==> src/rtl/vpu_fp_minmax_lanes_pkg.sv <==
// Shared types and helpers for the packed-lane FP min/max unit.
// Optional flags output is enabled with VPU_FP_MINMAX_FLAGS_EN.
package vpu_fp_minmax_lanes_pkg;

    typedef enum logic {
        MINMAX_MAX = 1'b0,
        MINMAX_MIN = 1'b1
    } minmax_op_t;

    localparam logic [31:0] FP32_QNAN = 32'h7FC0_0000;
    localparam logic [15:0] BF16_QNAN = 16'h7FC0;
    localparam int ELEM_MAX = 32;

    // elem is right-aligned; elem_w locates the exponent field
    function automatic logic is_nan(
        input logic [ELEM_MAX-1:0] elem,
        input int exp_w,
        input int elem_w
    );
        logic exp_ones;
        logic mant_nz;
        exp_ones = 1'b1;
        mant_nz = 1'b0;
        for (int i = 0; i < ELEM_MAX; i++) begin
            if (i < elem_w - 1 - exp_w) begin
                mant_nz = mant_nz | elem[i];
            end else if (i < elem_w - 1) begin
                exp_ones = exp_ones & elem[i];
            end
        end
        return exp_ones & mant_nz;
    endfunction

endpackage

==> src/rtl/vpu_fp_minmax_lanes_if.sv <==
// Source/destination handshake bundle for vpu_fp_minmax_lanes.
// invalid_o exists only with VPU_FP_MINMAX_FLAGS_EN.
interface vpu_fp_minmax_lanes_if #(
    parameter int NUM_LANES  = 4,
    parameter int ELEM_WIDTH = 32
);
    import vpu_fp_minmax_lanes_pkg::*;

    logic [NUM_LANES*ELEM_WIDTH-1:0] operand_0;
    logic [NUM_LANES*ELEM_WIDTH-1:0] operand_1;
    minmax_op_t                      op_i;
    logic                            start_i;
    logic                            ready_o;
    logic [NUM_LANES*ELEM_WIDTH-1:0] result_o;
    logic                            done_o;
    logic                            result_ready_i;

`ifdef VPU_FP_MINMAX_FLAGS_EN
    logic [NUM_LANES-1:0]            invalid_o;

    modport master (
        output operand_0, operand_1, op_i, start_i, result_ready_i,
        input  ready_o, result_o, done_o, invalid_o
    );
    modport slave (
        input  operand_0, operand_1, op_i, start_i, result_ready_i,
        output ready_o, result_o, done_o, invalid_o
    );
`else
    modport master (
        output operand_0, operand_1, op_i, start_i, result_ready_i,
        input  ready_o, result_o, done_o
    );
    modport slave (
        input  operand_0, operand_1, op_i, start_i, result_ready_i,
        output ready_o, result_o, done_o
    );
`endif

endinterface

==> src/rtl/sal_fifo.sv <==
// Small synchronous FIFO with registered storage; head is zero when empty.
// Simultaneous push and pop on a full queue keeps the count.
module sal_fifo #(
    parameter int DEPTH_LG2  = 2,
    parameter int DATA_WIDTH = 32
) (
    input  logic                  clk,
    input  logic                  rst,
    input  logic                  push_i,
    input  logic [DATA_WIDTH-1:0] push_data_i,
    input  logic                  pop_i,
    output logic [DATA_WIDTH-1:0] pop_data_o,
    output logic                  valid_o,
    output logic [DEPTH_LG2:0]    count_o
);

    localparam int DEPTH = 1 << DEPTH_LG2;

    logic [DATA_WIDTH-1:0] mem_q [DEPTH];
    logic [DATA_WIDTH-1:0] mem_d [DEPTH];
    logic [DEPTH_LG2-1:0]  wr_ptr_q;
    logic [DEPTH_LG2-1:0]  wr_ptr_d;
    logic [DEPTH_LG2-1:0]  rd_ptr_q;
    logic [DEPTH_LG2-1:0]  rd_ptr_d;
    logic [DEPTH_LG2:0]    count_q;
    logic [DEPTH_LG2:0]    count_d;

    always_comb begin
        mem_d    = mem_q;
        wr_ptr_d = wr_ptr_q;
        rd_ptr_d = rd_ptr_q;
        count_d  = count_q;
        if (push_i) begin
            mem_d[wr_ptr_q] = push_data_i;
            wr_ptr_d = wr_ptr_q + DEPTH_LG2'(1);
        end
        if (pop_i) begin
            rd_ptr_d = rd_ptr_q + DEPTH_LG2'(1);
        end
        case ({push_i, pop_i})
            2'b10:   count_d = count_q + (DEPTH_LG2+1)'(1);
            2'b01:   count_d = count_q - (DEPTH_LG2+1)'(1);
            default: count_d = count_q;
        endcase
    end

    always_ff @(posedge clk) begin
        if (rst) begin
            wr_ptr_q <= '0;
            rd_ptr_q <= '0;
            count_q  <= '0;
        end else begin
            wr_ptr_q <= wr_ptr_d;
            rd_ptr_q <= rd_ptr_d;
            count_q  <= count_d;
        end
        mem_q <= mem_d;
    end

    assign valid_o    = count_q != '0;
    assign pop_data_o = valid_o ? mem_q[rd_ptr_q] : '0;
    assign count_o    = count_q;

endmodule

==> src/rtl/vpu_fp_minmax_lane.sv <==
// One lane of IEEE-754 maxNum/minNum select, purely combinational.
// snan_o exists only with VPU_FP_MINMAX_FLAGS_EN.
module vpu_fp_minmax_lane
    import vpu_fp_minmax_lanes_pkg::*;
#(
    parameter int ELEM_WIDTH = 32,
    parameter int EXP_WIDTH  = 8
) (
    input  logic [ELEM_WIDTH-1:0] a_i,
    input  logic [ELEM_WIDTH-1:0] b_i,
    input  minmax_op_t            op_i,
`ifdef VPU_FP_MINMAX_FLAGS_EN
    output logic                  snan_o,
`endif
    output logic [ELEM_WIDTH-1:0] res_o
);

    localparam int MW = ELEM_WIDTH - 1 - EXP_WIDTH;

    logic                  a_nan;
    logic                  b_nan;
    logic                  a_gt;
    logic                  b_gt;
    logic                  pick_b;
    logic [ELEM_WIDTH-2:0] a_mag;
    logic [ELEM_WIDTH-2:0] b_mag;
    logic [ELEM_WIDTH-1:0] qnan;

    assign a_nan = is_nan(ELEM_MAX'(a_i), EXP_WIDTH, ELEM_WIDTH);
    assign b_nan = is_nan(ELEM_MAX'(b_i), EXP_WIDTH, ELEM_WIDTH);
    assign a_mag = a_i[ELEM_WIDTH-2:0];
    assign b_mag = b_i[ELEM_WIDTH-2:0];

    always_comb begin
        qnan = '0;
        qnan[ELEM_WIDTH-2 -: EXP_WIDTH] = '1;
        qnan[MW-1] = 1'b1;
    end

    // Sign-magnitude order; +0 beats -0 through the sign rule
    always_comb begin
        a_gt = 1'b0;
        b_gt = 1'b0;
        if (a_i[ELEM_WIDTH-1] != b_i[ELEM_WIDTH-1]) begin
            a_gt = ~a_i[ELEM_WIDTH-1];
            b_gt = a_i[ELEM_WIDTH-1];
        end else if (!a_i[ELEM_WIDTH-1]) begin
            a_gt = a_mag > b_mag;
            b_gt = b_mag > a_mag;
        end else begin
            a_gt = a_mag < b_mag;
            b_gt = b_mag < a_mag;
        end
    end

    assign pick_b = (op_i == MINMAX_MAX) ? b_gt : a_gt;

    always_comb begin
        res_o = a_i;
        unique case (1'b1)
            a_nan & b_nan:   res_o = qnan;
            a_nan & ~b_nan:  res_o = b_i;
            ~a_nan & b_nan:  res_o = a_i;
            default:         res_o = pick_b ? b_i : a_i;
        endcase
    end

`ifdef VPU_FP_MINMAX_FLAGS_EN
    assign snan_o = (a_nan & ~a_i[MW-1]) | (b_nan & ~b_i[MW-1]);
`endif

endmodule

==> src/rtl/vpu_fp_minmax_lanes.sv <==
// Packed-lane FP maxNum/minNum with fixed-latency pipeline and credit queue.
// Define VPU_FP_MINMAX_FLAGS_EN to add the per-lane sNaN invalid_o output.
module vpu_fp_minmax_lanes
    import vpu_fp_minmax_lanes_pkg::*;
#(
    parameter int NUM_LANES    = 4,
    parameter int ELEM_WIDTH   = 32,
    parameter int EXP_WIDTH    = 8,
    parameter int CMP_LATENCY  = 2,
    parameter int OQ_DEPTH_LG2 = 2
) (
    input logic                  clk,
    input logic                  rst,
    vpu_fp_minmax_lanes_if.slave bus
);

    localparam int RW    = NUM_LANES * ELEM_WIDTH;
`ifdef VPU_FP_MINMAX_FLAGS_EN
    localparam int DW    = RW + NUM_LANES;
`else
    localparam int DW    = RW;
`endif
    localparam int DEPTH = 1 << OQ_DEPTH_LG2;
    localparam int CW    = OQ_DEPTH_LG2 + 3;

    logic                   ready;
    logic                   accept;
    logic                   pop;
    logic [RW-1:0]          cmp_res;
    logic [DW-1:0]          cmp_data;
    logic [CMP_LATENCY-1:0] stage_valid_q;
    logic [CMP_LATENCY-1:0] stage_valid_d;
    logic [DW-1:0]          stage_data_q [CMP_LATENCY];
    logic [DW-1:0]          stage_data_d [CMP_LATENCY];
    logic [CW-1:0]          inflight;
    logic [CW-1:0]          occ;
    logic [OQ_DEPTH_LG2:0]  oq_count;
    logic                   oq_valid;
    logic [DW-1:0]          oq_data;

`ifdef VPU_FP_MINMAX_FLAGS_EN
    logic [NUM_LANES-1:0]   cmp_inv;
`endif

    for (genvar g = 0; g < NUM_LANES; g++) begin : g_lane
        vpu_fp_minmax_lane #(
            .ELEM_WIDTH(ELEM_WIDTH),
            .EXP_WIDTH (EXP_WIDTH)
        ) u_lane (
            .a_i   (bus.operand_0[g*ELEM_WIDTH +: ELEM_WIDTH]),
            .b_i   (bus.operand_1[g*ELEM_WIDTH +: ELEM_WIDTH]),
            .op_i  (bus.op_i),
`ifdef VPU_FP_MINMAX_FLAGS_EN
            .snan_o(cmp_inv[g]),
`endif
            .res_o (cmp_res[g*ELEM_WIDTH +: ELEM_WIDTH])
        );
    end

`ifdef VPU_FP_MINMAX_FLAGS_EN
    assign cmp_data = {cmp_inv, cmp_res};
`else
    assign cmp_data = cmp_res;
`endif

    // Credits cover every in-flight stage, so the queue cannot overflow
    always_comb begin
        inflight = '0;
        for (int i = 0; i < CMP_LATENCY; i++) begin
            inflight = inflight + CW'(stage_valid_q[i]);
        end
        occ = inflight + CW'(oq_count);
    end

    assign pop    = oq_valid & bus.result_ready_i;
    assign ready  = ~rst & ((occ - CW'(pop)) < CW'(DEPTH));
    assign accept = bus.start_i & ready;

    always_comb begin
        for (int i = CMP_LATENCY - 1; i > 0; i--) begin
            stage_valid_d[i] = stage_valid_q[i-1];
            stage_data_d[i]  = stage_data_q[i-1];
        end
        stage_valid_d[0] = accept;
        stage_data_d[0]  = cmp_data;
    end

    always_ff @(posedge clk) begin
        if (rst) begin
            stage_valid_q <= '0;
        end else begin
            stage_valid_q <= stage_valid_d;
        end
        stage_data_q <= stage_data_d;
    end

    sal_fifo #(
        .DEPTH_LG2 (OQ_DEPTH_LG2),
        .DATA_WIDTH(DW)
    ) u_oq (
        .clk        (clk),
        .rst        (rst),
        .push_i     (stage_valid_q[CMP_LATENCY-1]),
        .push_data_i(stage_data_q[CMP_LATENCY-1]),
        .pop_i      (pop),
        .pop_data_o (oq_data),
        .valid_o    (oq_valid),
        .count_o    (oq_count)
    );

    assign bus.ready_o  = ready;
    assign bus.done_o   = oq_valid;
    assign bus.result_o = oq_data[RW-1:0];
`ifdef VPU_FP_MINMAX_FLAGS_EN
    assign bus.invalid_o = oq_data[DW-1:RW];
`endif

endmodule

==> src/flat_wrapper.sv <==
// flat-port wrapper written by rule: the top's interface ports become plain ports
module vpu_fp_minmax_lanes_flat import vpu_fp_minmax_lanes_pkg::*;
#(
    parameter int NUM_LANES    = 4,
    parameter int ELEM_WIDTH   = 32,
    parameter int EXP_WIDTH    = 8,
    parameter int CMP_LATENCY  = 2,
    parameter int OQ_DEPTH_LG2 = 2
)
  (clk, rst, bus_operand_0, bus_operand_1, bus_op_i, bus_start_i, bus_result_ready_i, bus_ready_o, bus_result_o, bus_done_o);
  vpu_fp_minmax_lanes_if #(.NUM_LANES(NUM_LANES), .ELEM_WIDTH(ELEM_WIDTH)) bus_i ();
  input logic clk;
  input logic rst;
  input wire logic [$bits(bus_i.operand_0)-1:0] bus_operand_0;
  input wire logic [$bits(bus_i.operand_1)-1:0] bus_operand_1;
  input wire logic [$bits(bus_i.op_i)-1:0] bus_op_i;
  input wire logic [$bits(bus_i.start_i)-1:0] bus_start_i;
  input wire logic [$bits(bus_i.result_ready_i)-1:0] bus_result_ready_i;
  output wire logic [$bits(bus_i.ready_o)-1:0] bus_ready_o;
  output wire logic [$bits(bus_i.result_o)-1:0] bus_result_o;
  output wire logic [$bits(bus_i.done_o)-1:0] bus_done_o;
  assign bus_i.operand_0 = bus_operand_0;
  assign bus_i.operand_1 = bus_operand_1;
  assign bus_i.op_i = bus_op_i;
  assign bus_i.start_i = bus_start_i;
  assign bus_i.result_ready_i = bus_result_ready_i;
  assign bus_ready_o = bus_i.ready_o;
  assign bus_result_o = bus_i.result_o;
  assign bus_done_o = bus_i.done_o;
  vpu_fp_minmax_lanes #(.NUM_LANES(NUM_LANES), .ELEM_WIDTH(ELEM_WIDTH), .EXP_WIDTH(EXP_WIDTH), .CMP_LATENCY(CMP_LATENCY), .OQ_DEPTH_LG2(OQ_DEPTH_LG2)) u_core (.clk(clk), .rst(rst), .bus(bus_i));
endmodule
==> config.mk <==
export PLATFORM = sky130hd
export DESIGN_NAME = vpu_fp_minmax_lanes_flat
export DESIGN_NICKNAME = d
export VERILOG_FILES = /design/src/rtl/vpu_fp_minmax_lanes_pkg.sv /design/src/rtl/vpu_fp_minmax_lanes_if.sv /design/src/rtl/sal_fifo.sv /design/src/rtl/vpu_fp_minmax_lane.sv /design/src/rtl/vpu_fp_minmax_lanes.sv /design/src/flat_wrapper.sv
export SDC_FILE = /design/constraint.sdc
export NUM_CORES = 1
export LEC_CHECK = 0
export ABC_CLOCK_PERIOD_IN_PS = 7750
export BUFFER_PORTS_ARGS = -buffer_cell sky130_fd_sc_hd__buf_2
export CAP_MARGIN = 20
export CORE_MARGIN = 10
export CORE_UTILIZATION = 36
export DETAILED_ROUTE_END_ITERATION = 10
export GPL_ROUTABILITY_DRIVEN = 0
export SYNTH_ARGS = -nofsm -noshare
export SYNTH_HDL_FRONTEND = slang
export SYNTH_SLANG_ARGS = --single-unit
==> constraint.sdc <==
create_clock -name clk -period 7.75 [get_ports clk]
set_clock_uncertainty 0.2 [all_clocks]
set_input_delay 1.1625 -clock clk [delete_from_list [all_inputs] [get_ports clk]]
set_output_delay 1.1625 -clock clk [all_outputs]
set_load 0.03 [all_outputs]
==> impl_metrics.yaml <==
synthesis:
  avgSynthCellArea_sq_um: 15.5
  seq_area_frac_synth: 0.669
  netlist_instances: 2000
  synthFlopType: "edfxtp_1"
  yosysWarnings: 0
  syn_area_sq_um: 30900
  ys_top_cells_by_area: "edfxtp_1 (50%), dfxtp_1 (17%), mux4_2 (9.3%)"
  yosys.area.top_type: "edfxtp_1"
  synth-edff-count: 512
  syn-num-nets: 2397
  ys_ff_latch: 777
  synthArstFlopShare: 0
  yosysUniqueCellTypes: 65
  synth_top_area_share: 0.497
grt:
  antenna_found_initial: 3
  grt_pass1_vias: 20400
  grt_first_pass_wirelength_microns: 120000
  grt_max_degree: 81
  grt_overflow: 0
  grt_usage: 0.156
route:
  avgViaCountPerCell: 5.19
  via_count: 18800
  ant_nets: 0
  detail_route.iter0.violations: 1614
  firstDrtPassIters: 5
  wl_per_cell_microns: 21.7
  drc: 0
  finalWirelength_microns: 78700
die:
  start_util: 0.363
  coreArea_sq_um: 85100
  die_h_microns: 313
  io_pins: 391
  die_area_sq_um: 98000
  dieWidth_microns: 313
  num_rows: 107
clock_tree:
  cts_resized: 0
  cts_max_level: 3
  path_clk_slew_ns: 0.06
  cts_sinks: 777
  clock_latency_ns: 0.63
  cts_made_buffers: 83
  post_cts_buffers: 0
  cts_root_buffer: "clkbuf_16"
  cts_tree: "built"
  postCtsHoldBufs: 0
  cts_buffer_depth: 3
worst_setup_path:
  critical_path_class: "reg -> out"
  cp_data_required_time_ns: 6.39
  crit_start: "u_core.u_oq.count_o[2]"
  cp-end-kind: "output pin"
  arrival_ns: 3.98
  path_max_fanout: 75
  timing.rr.start: "u_core.u_oq.count_o[2]"
  cp-start-kind: "flip-flop"
placement:
  dp_slack_ns: 2.83
  dp_cells: 3475
  numPortBuffers: 390
  dp.final_hpwl_microns: 54000
sta:
  drv_slew: 0
  setup_viol: 0
  fin_tns_setup_ns: 0
  layout_worst_path_cycle_share: 0.689
  hold_viol: 0
  slew-limit-headroom: 0.313
  rsz0062_at_grt: "no"
  tightest_slew_ns: 1.03
  fmax_ghz: 0.187
  fin_ws_ns: 2.41
  fin_crit_ns: 5.34
layout:
  area_growth_pct: 19.6
  layout_common_cells: "edfxtp_1 (512), buf_2 (390), dfxtp_1 (263)"
  final_cells: 3632
  drive_gt1_frac: 0.276
  final_common_cell: "edfxtp_1"
  finish.net_count: 2813
min_path:
  worstHoldStart: "u_core.stage_data_d[107]"
  hold_path.class: "reg -> reg"
power_and_ir_drop:
  irDropWorstVdd_mv: 0.152
  p_leak_nw: 14.2
  p_per_area_nw_per_um2: 313
  total_power_w: 0.0116
outcome:
  status: "completed"
run:
  cap_violations: 0
-- worst paths after layout --
path	endpoint	slack [ns]	cells past startpoint
max	bus_ready_o	2.41	14
min reg2reg	u_core.stage_data_q[107]	0.12	0
min	u_core.stage_data_q[107]	0.12	0
max reg2reg	u_core.stage_valid_q[0]	4.22	14
-- power by group --
part,total [W],switching (W),internal (W)
clock,0.00395,0.00163,0.00231
combinational,0.00257,0.00165,0.000919
sequential,0.00505,0.000193,0.00485
-- critical path: stages (launching register included) --
cell and delay (ns):
dfxtp_1 0.34, inv_1 0.16, nand3_4 0.67, and2_1 0.55, ha_1 0.23, inv_1 0.05, ha_1 0.22, nand2_1 0.07
o21bai_1 0.09, nor3_1 0.20, a22oi_1 0.10, nor2_1 0.10, a31oi_1 0.05, nor2_1 0.25, buf_2 0.26
-- cell families after synthesis --
| logic type | synth area share |
|---|---|
| AND/OR/NAND/NOR | 0.0784 |
| AO/OA/AOI/OAI | 0.0696 |
| buffers and inverters | 0.0305 |
| adder cells (fa/ha/maj) | 0.0553 |
| multiplexers | 0.0942 |
| flip-flops | 0.669 |
| XOR/XNOR | 0.00312 |
-- cells in the mapped netlist (all sizes together), types with 41 or more instances --
library cell	count
and2	141
a21oi	47
a32o	46
clkbuf	49
inv	162
ha	135
edfxtp	512
nand4	63
a22o	49
nor4	46
mux4	128
dfxtp	265
nor2	41
nand2	47
-- sequential cells by signal, summed over array words and instances, names as in the netlist --
| name | cells |
|---|---|
| u_core.u_oq.rd_ptr_q | 2 |
| u_core.stage_valid_q | 2 |
| u_core.u_oq.wr_ptr_q | 2 |
| u_core.u_oq.mem_q | 512 |
| u_core.u_oq.count_o | 3 |
| u_core.stage_data_d | 128 |
| u_core.stage_data_q | 128 |
-- area by class of cell --
| class | count | area, sq um |
|---|---|---|
| Timing Repair Buffer | 410 | 2130 |
| Tap cell | 1144 | 1430 |
| Multi-Input combinational cell | 982 | 9320 |
| Fill cell | 7746 | 48200 |
| Clock buffer | 117 | 2370 |
| Antenna cell | 2 | 5.00 |
| Inverter | 162 | 608 |
| Sequential cell | 777 | 20700 |
| Clock inverter | 38 | 427 |
-- through the flow --
step                      area [sq um]  hold WS [ns]   util
after floorplan                  30900         0.110      -
after global placement           34200         0.111  0.401
after detailed placement         34200         0.112  0.401
after CTS                        37000         0.121  0.434
after global routing             37000         0.123  0.434
final                            37000         0.120  0.434
-- routing by layer --
metal	vias up	global-route usage	routed length, microns
met4	0	0.0575	2250
met1	9508	0.184	31400
met5	-	0	0
met2	595	0.282	41000
li1	8584	-	-
met3	146	0.0274	3990
No activity file was read; power rests on OpenSTA's default activity.
